### src/rtl/tpu_buf_loader.sv
// Host-side job sequencer: streams A/B into the global buffers, launches the TPU, then drains C as 32-bit words.
// Optional WAIT watchdog compiled in with `define TPU_LDR_TIMEOUT_EN (limit TIMEOUT_CYCLES).
module tpu_buf_loader #(
  parameter int ADDR_BITS      = 16,
  parameter int DATA_BITS      = 32,
  parameter int DATAC_BITS     = 128,
  parameter int TIMEOUT_CYCLES = 65535
) (
  input  logic                  clk,
  input  logic                  rst_n,
  input  logic                  cfg_valid,
  output logic                  cfg_ready,
  input  logic [7:0]            cfg_K,
  input  logic [7:0]            cfg_M,
  input  logic [7:0]            cfg_N,
  input  logic                  s_valid,
  input  logic [DATA_BITS-1:0]  s_data,
  output logic                  s_ready,
  output logic                  m_valid,
  output logic [DATA_BITS-1:0]  m_data,
  output logic                  m_last,
  input  logic                  m_ready,
  output logic                  tpu_in_valid,
  output logic [7:0]            tpu_K,
  output logic [7:0]            tpu_M,
  output logic [7:0]            tpu_N,
  input  logic                  tpu_ap_done,
  output logic                  A_wr_en,
  output logic [ADDR_BITS-1:0]  A_index,
  output logic [DATA_BITS-1:0]  A_data_in,
  output logic                  B_wr_en,
  output logic [ADDR_BITS-1:0]  B_index,
  output logic [DATA_BITS-1:0]  B_data_in,
  output logic                  C_rd_en,
  output logic [ADDR_BITS-1:0]  C_index,
  input  logic [DATAC_BITS-1:0] C_data_out,
  output logic                  job_done,
  output logic                  job_err
);

  typedef enum logic [2:0] {
    S_IDLE, S_LOAD_A, S_LOAD_B, S_START, S_WAIT, S_UNLOAD_RD, S_UNLOAD_CAP, S_EMIT
  } state_t;

  state_t                 r_state, w_next;
  logic [ADDR_BITS-1:0]   r_cnt, r_la, r_lb, r_lc;
  logic [1:0]             r_w;
  logic                   r_job_done;
  logic [DATAC_BITS-1:0]  r_shreg;

  logic                   w_cfg_hs, w_zero, w_s_hs, w_m_hs;
  logic                   w_last_a, w_last_b, w_last_c, w_to_hit;
  logic [8:0]             w_cm4;
  logic [15:0]            w_la, w_lb, w_lc;

  // Buffer lengths come from the ceil(M/4) / ceil(N/4) tiling of the 4-lane array.
  assign w_cm4    = ({1'b0, cfg_M} + 9'd3) >> 2;
  assign w_la     = 16'(cfg_K) * 16'(w_cm4);
  assign w_lb     = 16'(cfg_K) * 16'((({1'b0, cfg_N} + 9'd3) >> 2));
  assign w_lc     = 16'(w_cm4) * 16'(cfg_N);

  assign w_cfg_hs = cfg_valid && (r_state == S_IDLE);
  assign w_zero   = (cfg_K == 8'd0) || (cfg_M == 8'd0) || (cfg_N == 8'd0);
  assign w_s_hs   = s_valid && ((r_state == S_LOAD_A) || (r_state == S_LOAD_B));
  assign w_m_hs   = m_ready && (r_state == S_EMIT);
  assign w_last_a = (r_cnt == r_la - 1'b1);
  assign w_last_b = (r_cnt == r_lb - 1'b1);
  assign w_last_c = (r_cnt == r_lc - 1'b1);
  assign job_done = r_job_done;

`ifdef TPU_LDR_TIMEOUT_EN
  logic [31:0] r_to_cnt;

  always_ff @(posedge clk or negedge rst_n) begin
    if (!rst_n)                 r_to_cnt <= '0;
    else if (r_state != S_WAIT) r_to_cnt <= '0;
    else                        r_to_cnt <= r_to_cnt + 32'd1;
  end

  assign w_to_hit = (r_state == S_WAIT) && (r_to_cnt == 32'(TIMEOUT_CYCLES - 1));
  assign job_err  = w_to_hit && !tpu_ap_done;
`else
  logic w_unused_timeout;
  assign w_unused_timeout = |TIMEOUT_CYCLES;
  assign w_to_hit         = 1'b0;
  assign job_err          = 1'b0;
`endif

  always_ff @(posedge clk or negedge rst_n) begin
    if (!rst_n) r_state <= S_IDLE;
    else        r_state <= w_next;
  end

  always_comb begin
    w_next       = r_state;
    cfg_ready    = 1'b0;
    s_ready      = 1'b0;
    A_wr_en      = 1'b0;
    A_index      = '0;
    A_data_in    = '0;
    B_wr_en      = 1'b0;
    B_index      = '0;
    B_data_in    = '0;
    tpu_in_valid = 1'b0;
    C_rd_en      = 1'b0;
    C_index      = '0;
    m_valid      = 1'b0;
    m_data       = '0;
    m_last       = 1'b0;
    case (r_state)
      S_IDLE: begin
        cfg_ready = 1'b1;
        if (w_cfg_hs && !w_zero) w_next = S_LOAD_A;
      end
      S_LOAD_A: begin
        s_ready   = 1'b1;
        A_wr_en   = s_valid;
        A_index   = r_cnt;
        A_data_in = s_data;
        if (w_s_hs && w_last_a) w_next = S_LOAD_B;
      end
      S_LOAD_B: begin
        s_ready   = 1'b1;
        B_wr_en   = s_valid;
        B_index   = r_cnt;
        B_data_in = s_data;
        if (w_s_hs && w_last_b) w_next = S_START;
      end
      S_START: begin
        tpu_in_valid = 1'b1;
        w_next       = S_WAIT;
      end
      S_WAIT: begin
        if (tpu_ap_done)   w_next = S_UNLOAD_RD;
        else if (w_to_hit) w_next = S_IDLE;
      end
      S_UNLOAD_RD: begin
        C_rd_en = 1'b1;
        C_index = r_cnt;
        w_next  = S_UNLOAD_CAP;
      end
      S_UNLOAD_CAP: w_next = S_EMIT;
      S_EMIT: begin
        m_valid = 1'b1;
        m_data  = r_shreg[DATA_BITS-1:0];
        m_last  = (r_w == 2'd3) && w_last_c;
        if (w_m_hs && (r_w == 2'd3)) w_next = w_last_c ? S_IDLE : S_UNLOAD_RD;
      end
      default: w_next = S_IDLE;
    endcase
  end

  always_ff @(posedge clk or negedge rst_n) begin
    if (!rst_n) begin
      r_cnt      <= '0;
      r_la       <= '0;
      r_lb       <= '0;
      r_lc       <= '0;
      r_w        <= '0;
      r_job_done <= 1'b0;
      tpu_K      <= '0;
      tpu_M      <= '0;
      tpu_N      <= '0;
    end else begin
      r_job_done <= 1'b0;
      case (r_state)
        S_IDLE: if (w_cfg_hs) begin
          tpu_K      <= cfg_K;
          tpu_M      <= cfg_M;
          tpu_N      <= cfg_N;
          r_la       <= ADDR_BITS'(w_la);
          r_lb       <= ADDR_BITS'(w_lb);
          r_lc       <= ADDR_BITS'(w_lc);
          r_cnt      <= '0;
          r_job_done <= w_zero;
        end
        S_LOAD_A: if (w_s_hs) r_cnt <= w_last_a ? '0 : r_cnt + 1'b1;
        S_LOAD_B: if (w_s_hs) r_cnt <= w_last_b ? '0 : r_cnt + 1'b1;
        S_WAIT:   if (tpu_ap_done) r_cnt <= '0;
        S_UNLOAD_CAP: r_w <= '0;
        S_EMIT: if (w_m_hs) begin
          r_w <= r_w + 2'd1;
          if (r_w == 2'd3) begin
            if (w_last_c) r_job_done <= 1'b1;
            else          r_cnt      <= r_cnt + 1'b1;
          end
        end
        default: ;
      endcase
    end
  end

  // Entry holder: loaded one cycle after the read strobe, shifted right one word per output handshake.
  always_ff @(posedge clk) begin
    if (r_state == S_UNLOAD_CAP) r_shreg <= C_data_out;
    else if (w_m_hs)             r_shreg <= r_shreg >> DATA_BITS;
  end

endmodule

### config.mk
export PLATFORM = sky130hd
export DESIGN_NAME = tpu_buf_loader
export DESIGN_NICKNAME = d
export VERILOG_FILES = /design/src/rtl/tpu_buf_loader.sv
export SDC_FILE = /design/constraint.sdc
export NUM_CORES = 1
export LEC_CHECK = 0
export BUFFER_PORTS_ARGS = -buffer_cell sky130_fd_sc_hd__buf_2
export CORE_MARGIN = 3
export CORE_UTILIZATION = 51
export CTS_CLUSTER_SIZE = 28
export DETAILED_ROUTE_END_ITERATION = 10
export GPL_TIMING_DRIVEN = 0
export HOLD_SLACK_MARGIN = 0.05
export PLACE_DENSITY = 0.78
export REMOVE_ABC_BUFFERS = 1
export SETUP_SLACK_MARGIN = 0.5
export SYNTH_ARGS = -nofsm -noshare
export SYNTH_HDL_FRONTEND = slang
export SYNTH_SLANG_ARGS = --single-unit
### constraint.sdc
create_clock -name clk -period 5.15 [get_ports clk]
set_input_delay 0.2575 -clock clk [delete_from_list [all_inputs] [get_ports clk]]
set_output_delay 0.2575 -clock clk [all_outputs]
set_load 0.05 [all_outputs]
Yosys cells after proc, flatten, opt, wreduce, memory -nomap -nowiden
Cells that the tools add are included.
{"block": "word_totals", "in_bits": 190, "n_memories": 0, "out_inout_bits": 178, "word_cells": 107, "latchBits": 0, "register_bits": 222, "mem_bits_rw": 0, "rom_bits": 0}
{"block": "op_classes", "div": 0, "shifts": 0, "muxes": 40, "addsub": 7, "mul": 3, "bitwise": 0, "reduce_logical": 24, "order_cmp": 0, "n_eq_ne": 22}
{"cell": "$mux 128", "n": 2}
{"cell": "$mux 16", "n": 12}
{"cell": "$mux 32", "n": 3}
{"cell": "$pmux 16 s5", "n": 1}
{"cell": "$eq 16x16->1", "n": 3}
{"cell": "$sub 16x1->16 const B", "n": 3}
{"cell": "$mul 8x7->15", "n": 2}
{"cell": "$logic_not 8->1", "n": 3}
{"cell": "$pmux 3 s8", "n": 1}
{"cell": "$add 8x2->9 const B", "n": 2}
{"cell": "$mux 3", "n": 6}
{"cell": "$add 16x1->16 const B", "n": 1}
{"cell": "$mul 7x8->15", "n": 1}
{"cell": "$eq 3x3->1 const B", "n": 4}
{"cell": "$mux 1", "n": 12}
{"cell": "$ne 2x2->1 const B", "n": 6}
{"cell": "$ne 2x1->1 const B", "n": 5}
{"cell": "$logic_and 1x1->1", "n": 8}
{"cell": "$reduce_and 8->1", "n": 1}
{"cell": "$eq 3x2->1 const B", "n": 2}
{"cell": "$reduce_and 5->1", "n": 1}
{"cell": "$reduce_bool 5->1", "n": 1}
{"cell": "$pmux 2 s2", "n": 1}
{"cell": "$reduce_and 2->1", "n": 2}
{"cell": "other kinds (10)", "n": 13}

Logic depth before layout (Yosys ltp)
Gate-level depths: netlist of run 1.
{"block": "depth", "depth_word": 7, "ltp_mapped": 24}

Worst setup path after synthesis of run 1
No wires, ideal clock.
{"block": "synth_path", "path_type": "reg-to-reg", "startpoint": "reg r_state[0]", "endpoint": "reg r_shreg[0], enable pin", "n_path_buf": 3, "setup_ps": 1119, "stages_incl_launch_ff": 8, "t_required_ps": 4031, "period_less_slack_ps": 4938, "slack_ps": 212, "arrival_ps": 3818, "path_cell_list": "dfrtp_1 -> inv_1 -> ha_1 -> clkbuf_1 -> nand2_1 -> buf_1 -> clkbuf_1 -> nand2_1"}
{"block": "synth_via", "elab_chain_len": 3, "elab_cells_between_ends": 4, "cone_classes": "eq/ne: 2; reduce/logical: 2"}
{"item": "from (decl)", "line_no": "45", "text": "state_t r_state, w_next;"}
{"item": "from (signal assigned)", "line_no": "91", "text": "else r_state <= w_next;"}
{"item": "$eq 3x3->1", "line_no": "65", "text": "assign w_m_hs = m_ready && (r_state == S_EMIT);"}
{"item": "$logic_and 1x1->1", "line_no": "65"}
{"item": "$reduce_bool 2->1 (no source line) (*)"}
{"item": "to (signal assigned)", "line_no": "195", "text": "if (r_state == S_UNLOAD_CAP) r_shreg <= C_data_out;"}
{"item": "to (signal assigned)", "line_no": "196", "text": "else if (w_m_hs) r_shreg <= r_shreg >> DATA_BITS;"}
{"item": "to (decl)", "line_no": "49", "text": "logic [DATAC_BITS-1:0] r_shreg;"}
Mark *: on every way between the ends. The rest lies on a longest branch, timed or not.
A chain may end at the register's enable or synchronous reset.

Worst setup path after layout of run 1
{"block": "layout_path", "startpoint": "in cfg_N[1]", "endpoint": "reg r_lb[13]"}
{"block": "layout_via", "elab_chain_len": 2}
{"item": "from (decl)", "line_no": "15", "text": "input logic [7:0] cfg_N,"}
{"item": "$add 8x2->9", "line_no": "59", "text": "assign w_lb = 16'(cfg_K) * 16'((({1'b0, cfg_N} + 9'd3) >> 2));"}
{"item": "$mul 8x7->15", "line_no": "59"}
{"item": "to (signal assigned)", "line_no": "172", "text": "r_lb <= ADDR_BITS'(w_lb);"}
{"item": "to (decl)", "line_no": "46", "text": "logic [ADDR_BITS-1:0] r_cnt, r_la, r_lb, r_lc;"}
No other way between the ends.

==> flow_summary.yaml, run 1 <==
run_status:
  run_status: "complete, no violations"
sta:
  finClkSkew_ns: 0.0165
  finalSetupViolCount: 0
  timing_hold_violations_final: 0
  slew_worst_pin_ns: 1.43
  rsz_0062_raised_after_global_routing: "no"
  max_slew_margin_pct: 4.55
  max_freq_mhz: 221
  final.hold.worst_slack_ns: 0.0628
  period_share_pct: 88.0
  drv_slew: 0
  fin_ws_ns: 0.618
  final.min_clock_period_ns: 4.53
power_and_ir_drop:
  p_int_mw: 5.94
  p_leak_nw: 10.5
  worst_ir_drop_vdd_mv: 0.358
  power.density_nw_per_um2: 504
  seqPwrFrac_pct: 28.5
  power_switching_share_pct: 46.7
  clockPowerShare_pct: 16.4
  power_switching_mw: 5.21
  combPwrFrac_pct: 55.1
route:
  via_per_inst: 5.75
  drt_first_iter_violations: 1271
  route.vias.total: 15348
  remaining_drc_errors: 0
  drt_wl_total_mm: 59.5
  detail_route.wl_per_cell_um: 22.3
  final_antenna_net_count: 0
  drt_pre_antenna_iters: 6
global_routing:
  global_route.overflow_total: 0
  antenna_found_initial: 14
  grt_first_pass_wirelength_mm: 88.8
  first_global_vias: 15567
  global_route.usage.total_pct: 31.6
  grt_max_degree: 99
yosys:
  synthesis.area_per_instance_um2: 9.89
  synth.top_cell.area_share_pct: 22.4
  cells_taking_the_most_area_after_synthesis: "sky130_fd_sc_hd__edfxtp_1 22%, sky130_fd_sc_hd__dfrtp_1 13%, sky130_fd_sc_hd__fa_1 10%, sky130_fd_sc_hd__ha_1 7.9%, sky130_fd_sc_hd__mux2_2 6.6%"
  ys_dominant_reg_cell: "sky130_fd_sc_hd__edfxtp_1"
  synth_largest_area_cell: "sky130_fd_sc_hd__edfxtp_1"
  yosys_warnings: 0
  area_of_the_mapped_netlist_um2: 17200
  async_flop_share_pct: 41.6
  synthesis.instances: 1736
  synth_seq_cells: 219
  post-synth-top-count-cell: "sky130_fd_sc_hd__nand2_1"
  netlist_top_cells_count: "204 x sky130_fd_sc_hd__nand2_1, 153 x sky130_fd_sc_hd__and2_1, 128 x sky130_fd_sc_hd__edfxtp_1"
  synth_enable_flop_cells: 128
  seq_area_frac_synth_pct: 35.6
  ys_types: 70
clock_network:
  ctsHtreeMaxLevel: 1
  cts.path.max_buffers: 3
  tritoncts: "built"
  cts-root-buf: "sky130_fd_sc_hd__clkbuf_16"
  source_to_sink_clock_delay_at_the_later_pin_of_the_worst_skew_pair_ns: 0.55
  cts_sinks: 219
  cts-buffers-inserted: 25
  worst_setup_hold_path_clk_slew_ns: 0.06
worst_setup_path:
  critical_path_arrival_ns: 4.91
  timing.critical_path.cells: "buf_2 -> o21a_4 -> nand3_2 -> nor2_4 -> buf_12 -> xor2_4 -> and2_1 -> fa_1 -> fa_1 -> fa_1 -> fa_1 -> ha_4 -> inv_1 -> o31ai_4 -> a41oi_2 -> a21oi_2 -> xnor2_1 -> o21ai_0"
  critical_path.startpoint_type: "input pin"
  cp_slowest_stage_delay_ns: 0.54
  required_ns: 5.53
  cp_slowest_cell: "sky130_fd_sc_hd__fa_1"
  timing.setup.critical_path_class: "in2reg"
  cp_num_buf_inv: 3
  crit_fanout: 11
  crit_path_frequent_cell: "sky130_fd_sc_hd__fa_1"
  cp-end-kind: "flip-flop"
  worst_path_top_cell_family_by_delay: "adder cells"
layout:
  drive_above_1_share_pct: 27.3
  final_net_count: 2576
  utilization_pct: 67.3
  syn2layout_area_growth_pct: 28.8
  final_design_area_no_fill_um2: 22100
  post_layout_nonfiller_instances: 2668
floorplanning:
  placement_rows: 66
  top_level_pins: 368
  die_height_um: 190
  starting_density_of_the_core_pct: 52.3
  die-width_um: 190
  core_area_um2: 32900
  fp.dieArea_um2: 35900
hold_path:
  hold_path_class: "in2reg"
placement:
  routabilityCongestion: 0.880
  port-buffer-count: 366
  post-dp-hpwl_mm: 37.8
  place.detailed.instances: 2445
  worst_setup_slack_after_placement_ns: -1.03
  placement.cell_area_um2: 19300
flow_run:
  max_cap_viol_count: 0
layout make-up:
class                   instances  area, µm²
multi-input cells            1305      10600
diodes                         16       40.0
flip-flops and latches        219       6120
repair buffers                534       3580
clock buffers                  31        668
clock inverters                15        138
inverters                     106        398
well taps                     442        553
fillers                      2316      10700
worst reg2reg max path: cells and delay by family (launching register included):
family,cells,cell delay (ns)
compound gates,2,0.97
buf+inv,2,0.56
flops,1,0.42
simple gates,2,1.05
fa+ha+maj,1,1.02
timing repair:
action,in CTS,in global routing
endpoints found under the hold margin,224,1
endpoints found under the setup margin,23,16
hold buffers,133,1
pin swaps,8,7
setup buffers,18,9
resized for setup,25,43
gates cloned,0,0
cells by family after synthesis:
| group | Yosys count | share of synthesized area, % |
|---|---|---|
| DFF | 219 | 35.6 |
| AOI/OAI and AO/OA | 177 | 6.63 |
| and+or+nand+nor | 717 | 22.3 |
| adders and majority gates | 195 | 18.0 |
| muxes | 113 | 7.34 |
| other | 1 | 0.0218 |
| xor gates and xnor gates | 102 | 5.20 |
| buffers and inverters | 212 | 4.86 |
layout by cell type (no fill, tap or decap), types with 7 or more instances in the layout:
cell | netlist | final
sky130_fd_sc_hd__xnor2_1 | 66 | 59
sky130_fd_sc_hd__a211oi_1 | 11 | 11
sky130_fd_sc_hd__nand3_1 | 25 | 23
sky130_fd_sc_hd__a21oi_1 | 30 | 24
sky130_fd_sc_hd__inv_1 | 105 | 105
sky130_fd_sc_hd__clkbuf_16 | 0 | 25
sky130_fd_sc_hd__diode_2 | 0 | 16
sky130_fd_sc_hd__xor2_1 | 36 | 32
sky130_fd_sc_hd__o211ai_1 | 8 | 8
sky130_fd_sc_hd__nor2b_1 | 77 | 73
sky130_fd_sc_hd__a31oi_1 | 9 | 7
sky130_fd_sc_hd__mux2_2 | 100 | 100
sky130_fd_sc_hd__and3_1 | 91 | 88
sky130_fd_sc_hd__a21o_1 | 8 | 8
sky130_fd_sc_hd__ha_1 | 108 | 105
sky130_fd_sc_hd__nor4_1 | 17 | 17
sky130_fd_sc_hd__and2_1 | 153 | 152
sky130_fd_sc_hd__nand4_1 | 9 | 9
sky130_fd_sc_hd__o21ai_0 | 62 | 57
sky130_fd_sc_hd__edfxtp_1 | 128 | 128
sky130_fd_sc_hd__dfrtp_1 | 91 | 90
sky130_fd_sc_hd__nor2_1 | 61 | 57
sky130_fd_sc_hd__buf_4 | 1 | 25
sky130_fd_sc_hd__fa_1 | 87 | 87
sky130_fd_sc_hd__buf_2 | 1 | 363
sky130_fd_sc_hd__mux2i_1 | 12 | 12
sky130_fd_sc_hd__nor3_1 | 25 | 24
sky130_fd_sc_hd__nand2_1 | 204 | 199
sky130_fd_sc_hd__or3_1 | 11 | 11
sky130_fd_sc_hd__dlygate4sd3_1 | 0 | 134
sky130_fd_sc_hd__nand2b_1 | 13 | 13
sky130_fd_sc_hd__clkinv_2 | 0 | 7
power by group through the flow:
stage / Combinational [mW] / Sequential [mW] / Clock [mW]
3_5_place_dp: 5.63 / 3.12 / 0
6_report: 6.15 / 3.17 / 1.83
5_1_grt: 6.66 / 3.22 / 1.89
4_1_cts: 5.79 / 3.10 / 1.78
3_3_place_gp: 5.35 / 3.22 / 0
2_1_floorplan: 3.97 / 3.36 / 0
worst paths after layout:
| path | from | end | slack, ns | cells past startpoint |
|---|---|---|---|---|
| worst max-delay path | cfg_N[1] | r_lb[13]$_DFFE_PN0P_ | 0.62 | 18 |
| worst min-delay path | C_data_out[8] | r_shreg[8]$_DFFE_PP_ | 0.06 | 2 |
| worst max register to register | r_state[0]$_DFFE_PN0P_ | r_cnt[12]$_DFFE_PN0P_ | 1.02 | 7 |
| worst min register to register | tpu_N[0]$_DFFE_PN0P_ | tpu_N[0]$_DFFE_PN0P_ | 0.48 | 2 |
| max in group asynchronous | rst_n | r_state[2]$_DFFE_PN0P_ | 4.29 | 3 |
| min in group asynchronous | rst_n | tpu_K[4]$_DFFE_PN0P_ | 0.17 | 2 |
flip-flops by register name, indices dropped and copies added, names as in the netlist:
signal / cells
r_shreg: 128
r_cnt: 16
r_la: 15
r_lb: 15
r_lc: 15
tpu_K: 8
tpu_M: 8
tpu_N: 8
r_state: 3
r_w: 2
job_done: 1
layer usage:
metal	share of wire, %	routed length, µm	vias up	global-route usage [%]
li1	-	-	6848	-
met1	35	20900	7341	35.5
met2	49	29200	895	54.6
met3	8.6	5120	264	7.54
met4	7.1	4230	0	19.1
met5	0	0	-	0
through the flow:
step                TNS (ns)  power, mW
finish                     0       11.1
detailed placement    -12.93       8.75
global route               0       11.8
floorplan            -324.71       7.33
global placement     -930.14       8.57
CTS                        0       10.7
Power figures use the tool's default switching activity.
==> inputs of run 2 (changes only) <==
- CORE_UTILIZATION: 51 -> 56
- PLACE_DENSITY: 0.78 -> 0.82
- clock period: 5.15 -> 5.2 ns (I/O delays scaled with it)
==> flow_summary.yaml, run 2 (synthesis gave the netlist of run 1 again) <==
sta:
  finalSetupViolCount: 0
  drv_slew: 0
  rsz_0062_raised_after_global_routing: "no"
  finClkSkew_ns: 0.0355
  tns_ns: 0
  max_freq_mhz: 219
  slew_worst_pin_ns: 1.38
  max_slew_margin_pct: 7.70
  timing_hold_violations_final: 0
  period_share_pct: 87.7
  final.min_clock_period_ns: 4.56
floorplanning:
  fp.dieArea_um2: 32800
  die-width_um: 181
  top_level_pins: 368
  placement_rows: 63
  die_height_um: 181
  core_area_um2: 30000
  starting_density_of_the_core_pct: 57.3
power_and_ir_drop:
  power.density_nw_per_um2: 504
  p_leak_nw: 10.4
  p_total_mw: 11.0
  worst_ir_drop_vdd_mv: 0.338
route:
  drt_pre_antenna_iters: 8
  detail_route.wl_per_cell_um: 23.0
  drt_first_iter_violations: 1457
  via_per_inst: 5.96
  remaining_drc_errors: 0
  drt_wl_total_mm: 59.9
  final_antenna_net_count: 0
  route.vias.total: 15517
worst_setup_path:
  cp_slowest_stage_delay_ns: 0.52
  critical_path_arrival_ns: 4.93
  worst_path_top_cell_family_by_delay: "adder cells"
  worst-r2r-cell-count: 6
  timing.critical_path.cells: "dlygate4sd3_1 -> buf_2 -> and3_2 -> nand2_1 -> fa_1 -> fa_1 -> inv_1 -> fa_1 -> inv_1 -> fa_1 -> inv_1 -> ha_1 -> a21oi_1 -> o21ai_1 -> a41oi_2 -> a21oi_1 -> xnor2_2 -> o21ai_0"
  cp-end-kind: "flip-flop"
  r2r_end: "r_shreg[7]$_DFFE_PP_"
  cp_slowest_cell: "sky130_fd_sc_hd__dlygate4sd3_1"
  regToRegSetupSlack_ns: 0.90
  required_ns: 5.57
  worstSetupStartpoint: "cfg_M[7]"
  cp_num_buf_inv: 5
  critical_path.startpoint_type: "input pin"
  crit_path_frequent_cell: "sky130_fd_sc_hd__fa_1"
  rr_startpoint: "r_state[0]$_DFFE_PN0P_"
  timing.setup.critical_path_class: "in2reg"
  crit_fanout: 16
layout:
  largest_register_ffs: 128
  fill_cells: 1954
  layout_commonest_cell: "sky130_fd_sc_hd__buf_2"
  final_cell_mix: "360 x sky130_fd_sc_hd__buf_2, 200 x sky130_fd_sc_hd__nand2_1, 153 x sky130_fd_sc_hd__and2_1, 132 x sky130_fd_sc_hd__dlygate4sd3_1, 128 x sky130_fd_sc_hd__edfxtp_1"
  max_flop_register: "r_shreg"
  final_net_count: 2567
  drive_above_1_share_pct: 26.8
  register_area_um2: 6120
  multi_input_area_um2: 10600
  largest_registers: "r_shreg (128), r_cnt (16)"
  syn2layout_area_growth_pct: 27.6
placement:
  post-dp-hpwl_mm: 36.8
  routabilityCongestion: 0.924
  port-buffer-count: 366
flow_run:
  max_cap_viol_count: 0
hold_path:
  hold_path_class: "in2reg"
  endpoint_of_the_worst_hold_path: "r_shreg[103]$_SDFFCE_PN0P_"
  min-delay-start: "C_data_out[103]"
  hold-path-cell-count: 2
global_routing:
  first_global_vias: 16015
  global_route.overflow_total: 0
  grt_max_degree: 99
  grt_first_pass_wirelength_mm: 90.1
  global_route.usage.total_pct: 34.8
  antenna_found_initial: 13
clock_network:
  tritoncts: "built"
  cts-root-buf: "sky130_fd_sc_hd__clkbuf_16"
  source_to_sink_clock_delay_at_the_later_pin_of_the_worst_skew_pair_ns: 0.56
  cts.path.max_buffers: 3
  cts-buffers-inserted: 25
  worst_setup_hold_path_clk_slew_ns: 0.07
  cts_sinks: 219
  ctsHtreeMaxLevel: 1
run_status:
  run_status: "complete, no violations"
==> run 2: changes by cell type in the layout (fill, tap and decap cells not counted), moves of 3 or more <==
cell / delta
sky130_fd_sc_hd__buf_4: -3
sky130_fd_sc_hd__buf_2: -3
sky130_fd_sc_hd__diode_2: -3
sky130_fd_sc_hd__clkinv_1: -4
==> run 2: worst max path at each step <==
stage / to / slack (ns) / cells after the start
2_1_floorplan: r_shreg[0]$_DFFE_PP_ / -2.49 / 2
3_3_place_gp: r_shreg[97]$_SDFFCE_PN0P_ / -5.66 / 2
3_5_place_dp: r_la[14]$_DFFE_PN0P_ / -1.11 / 22
4_1_cts: r_la[14]$_DFFE_PN0P_ / 0.52 / 21
5_1_grt: r_lb[14]$_DFFE_PN0P_ / 0.45 / 18
6_report: r_la[14]$_DFFE_PN0P_ / 0.64 / 18
==> run 2: what timing repair did <==
item / CTS / global route
pin swaps: 8 / 9
gates resized for setup: 26 / 32
hold buffers: 130 / 2
endpoints found under the setup margin: 24 / 15
buffers inserted: 15 / 6
hold endpoints to repair: 175 / 2
==> run 2: layout make-up <==
cell class | instances | area share (%)
clock inverters | 11 | 0.468
repair buffers | 525 | 15.9
clock buffers | 34 | 3.19
inverters | 106 | 1.82
well taps | 390 | 2.23
diodes | 13 | 0.149
multi-input cells | 1305 | 48.3
flip-flops and latches | 219 | 27.9
==> run 2: worst register-to-register path: cells and delay by family (launching register included) <==
kind / cells / cell delay, ns
buffers and inverters: 3 / 0.91
and+or+nand+nor: 2 / 1.53
adders and majority gates: 1 / 1.08
DFF: 1 / 0.43
==> run 2: power breakdown <==
group | leakage, nW | switching, mW | internal (mW)
Sequential | 2.35 | 0.536 | 2.64
Clock | 0.391 | 0.804 | 0.998
Combinational | 7.70 | 3.85 | 2.21
==> run 2: stage by stage <==
step | instance area [µm²] | instances | util [%] | worst slack, ns | hold WS, ns
final | 21900 | 2603 | 73.1 | 0.641 | 0.0658
after global routing | 21900 | 2603 | 73.1 | 0.449 | 0.0499
after CTS | 21600 | 2582 | 72.2 | 0.518 | 0.0528
after detailed placement | 19200 | 2392 | 64.2 | -1.11 | 0.309
after global placement | 19100 | 2386 | 63.6 | -5.66 | 0.456
after floorplan | 16700 | 1630 | - | -2.49 | -0.0356
==> run 2: routing by layer <==
metal / track usage, % / wire length (µm)
met5: 0 / 13
met2: 59.1 / 29300
met1: 39.0 / 20400
met4: 24.4 / 5170
met3: 7.33 / 5070
==> inputs of run 3 (changes only) <==
- clock period: 5.2 -> 4.7 ns (I/O delays scaled with it)
==> flow_summary.yaml, run 3 (synthesis gave the netlist of run 1 again) <==
sta:
  drv_slew: 0
  final.min_clock_period_ns: 4.34
  finalSetupViolCount: 0
  max_freq_mhz: 230
  fin_ws_ns: 0.360
  timing_hold_violations_final: 0
  rsz_0062_raised_after_global_routing: "yes"
  final.hold.worst_slack_ns: 0.0607
  finClkSkew_ns: 0.0359
  slew_worst_pin_ns: 1.33
  period_share_pct: 92.3
  max_slew_margin_pct: 11.5
worst_setup_path:
  cp_num_buf_inv: 5
  required_ns: 5.09
  cp_slowest_stage_delay_ns: 0.51
  worst_path_top_cell_family_by_delay: "adder cells"
  critical_path.startpoint_type: "input pin"
  crit_path_frequent_cell: "sky130_fd_sc_hd__fa_1"
  timing.critical_path.cells: "buf_8 -> nor2_4 -> nor2b_4 -> nand3_4 -> nor2_4 -> buf_6 -> xor2_4 -> buf_6 -> and2_4 -> fa_1 -> fa_1 -> fa_1 -> inv_1 -> fa_1 -> inv_2 -> ha_4 -> nand2_2 -> nand2_2 -> a31oi_4 -> o21ai_2 -> o211ai_1 -> xor2_1 -> o21ai_1"
  crit_fanout: 4
  cp-end-kind: "flip-flop"
  cp_slowest_cell: "sky130_fd_sc_hd__fa_1"
  timing.setup.critical_path_class: "in2reg"
  critical_path_arrival_ns: 4.73
layout:
  fill_cells: 1759
  largest_register_ffs: 128
  max_flop_register: "r_shreg"
  layout_commonest_cell: "sky130_fd_sc_hd__buf_2"
  final_cell_mix: "356 x sky130_fd_sc_hd__buf_2, 195 x sky130_fd_sc_hd__nand2_1, 149 x sky130_fd_sc_hd__and2_1, 141 x sky130_fd_sc_hd__dlygate4sd3_1, 128 x sky130_fd_sc_hd__edfxtp_1"
  final_net_count: 2623
  syn2layout_area_growth_pct: 32.9
  largest_registers: "r_shreg (128), r_cnt (16)"
  utilization_pct: 76.2
  drive_above_1_share_pct: 30.1
floorplanning:
  placement_rows: 63
  die_height_um: 181
  die-width_um: 181
  top_level_pins: 368
  starting_density_of_the_core_pct: 57.3
  core_area_um2: 30000
  fp.dieArea_um2: 32800
power_and_ir_drop:
  power_switching_share_pct: 47.2
  p_int_mw: 6.77
  power_switching_mw: 6.04
  p_leak_nw: 10.8
  power.density_nw_per_um2: 561
  p_total_mw: 12.8
  worst_ir_drop_vdd_mv: 0.383
  clockPowerShare_pct: 15.7
  combPwrFrac_pct: 56.7
  seqPwrFrac_pct: 27.5
route:
  drt_pre_antenna_iters: 7
  route.layer.met1.wl_mm: 20.9
  remaining_drc_errors: 0
  via_per_inst: 6.06
  final_antenna_net_count: 0
  drt_first_iter_violations: 1652
  route.vias.total: 16131
  routed-wl-met3_mm: 5.32
  drt_wl_total_mm: 63.2
  topRoutingLayerUsed: "met4"
  route.met2.wl_mm: 31.6
  detail_route.wl_per_cell_um: 23.7
placement:
  post-dp-hpwl_mm: 36.8
  routabilityCongestion: 0.924
  port-buffer-count: 366
  worst_setup_slack_after_placement_ns: -1.59
flow_run:
  max_cap_viol_count: 0
global_routing:
  first_global_vias: 16353
  grt_max_degree: 99
  global_route.usage.total_pct: 35.5
  global_route.overflow_total: 0
  grt_first_pass_wirelength_mm: 92.0
  antenna_found_initial: 14
hold_path:
  hold_path_class: "in2reg"
clock_network:
  cts.path.max_buffers: 3
  cts-buffers-inserted: 25
  cts_sinks: 219
  source_to_sink_clock_delay_at_the_later_pin_of_the_worst_skew_pair_ns: 0.57
  worst_setup_hold_path_clk_slew_ns: 0.06
  ctsHtreeMaxLevel: 1
  tritoncts: "built"
  cts-root-buf: "sky130_fd_sc_hd__clkbuf_16"
run_status:
  run_status: "complete, no violations"
## run 3: path summary, 6_finish.rpt
path,slack [ns],startpoint,cells past startpoint,end
worst min register to register,0.48,tpu_N[0]$_DFFE_PN0P_,2,tpu_N[0]$_DFFE_PN0P_
worst max register to register,0.91,r_lb[0]$_DFFE_PN0P_,10,r_state[1]$_DFFE_PN0P_
worst min-delay path,0.06,C_data_out[123],2,r_shreg[123]$_SDFFCE_PN0P_
min in group asynchronous,0.25,rst_n,2,tpu_K[5]$_DFFE_PN0P_
worst max-delay path,0.36,cfg_M[0],23,r_la[13]$_DFFE_PN0P_
max in group asynchronous,3.75,rst_n,3,r_cnt[8]$_DFFE_PN0P_
## run 3: per-layer routing
layer | vias to the layer above | track usage, %
met5 | - | 0
met4 | 0 | 24.0
met3 | 317 | 5.70
met2 | 1080 | 62.3
met1 | 7782 | 39.6
li1 | 6952 | -
## run 3: layout make-up
type,count,area (µm²),area share (%)
Antenna cell,17,42.5,0.186
Clock buffer,34,699,3.07
Clock inverter,11,103,0.450
Inverter,106,404,1.77
Multi-Input combinational cell,1305,10900,47.7
Sequential cell,219,6120,26.8
Tap cell,390,488,2.14
Timing Repair Buffer,581,4080,17.9
## run 3: what timing repair did
item / CTS / global route
hold buffers: 141 / 0
setup endpoints to repair: 28 / 78
gates cloned: 0 / 1
resized for setup: 77 / 78
pin swaps: 34 / 42
hold endpoints to repair: 187 / 0
buffers inserted: 29 / 38
## run 3: power groups by stage
| stage | Sequential (mW) | Combinational (mW) | Clock, mW |
|---|---|---|---|
| 3_5_place_dp | 3.44 | 6.11 | 0 |
| 6_report | 3.53 | 7.26 | 2.01 |
| 3_3_place_gp | 3.53 | 5.81 | 0 |
| 4_1_cts | 3.41 | 6.54 | 1.94 |
| 5_1_grt | 3.57 | 7.76 | 2.09 |
| 2_1_floorplan | 3.68 | 4.35 | 0 |
## run 3: through the flow
step           cell area (µm²)  setup TNS, ns  cells
2_1_floorplan            16700        -385.07   1630
3_3_place_gp             19100       -1011.33   2386
3_5_place_dp             19200         -27.37   2392
4_1_cts                  22100              0   2607
5_1_grt                  22800              0   2661
6_report                 22800              0   2663
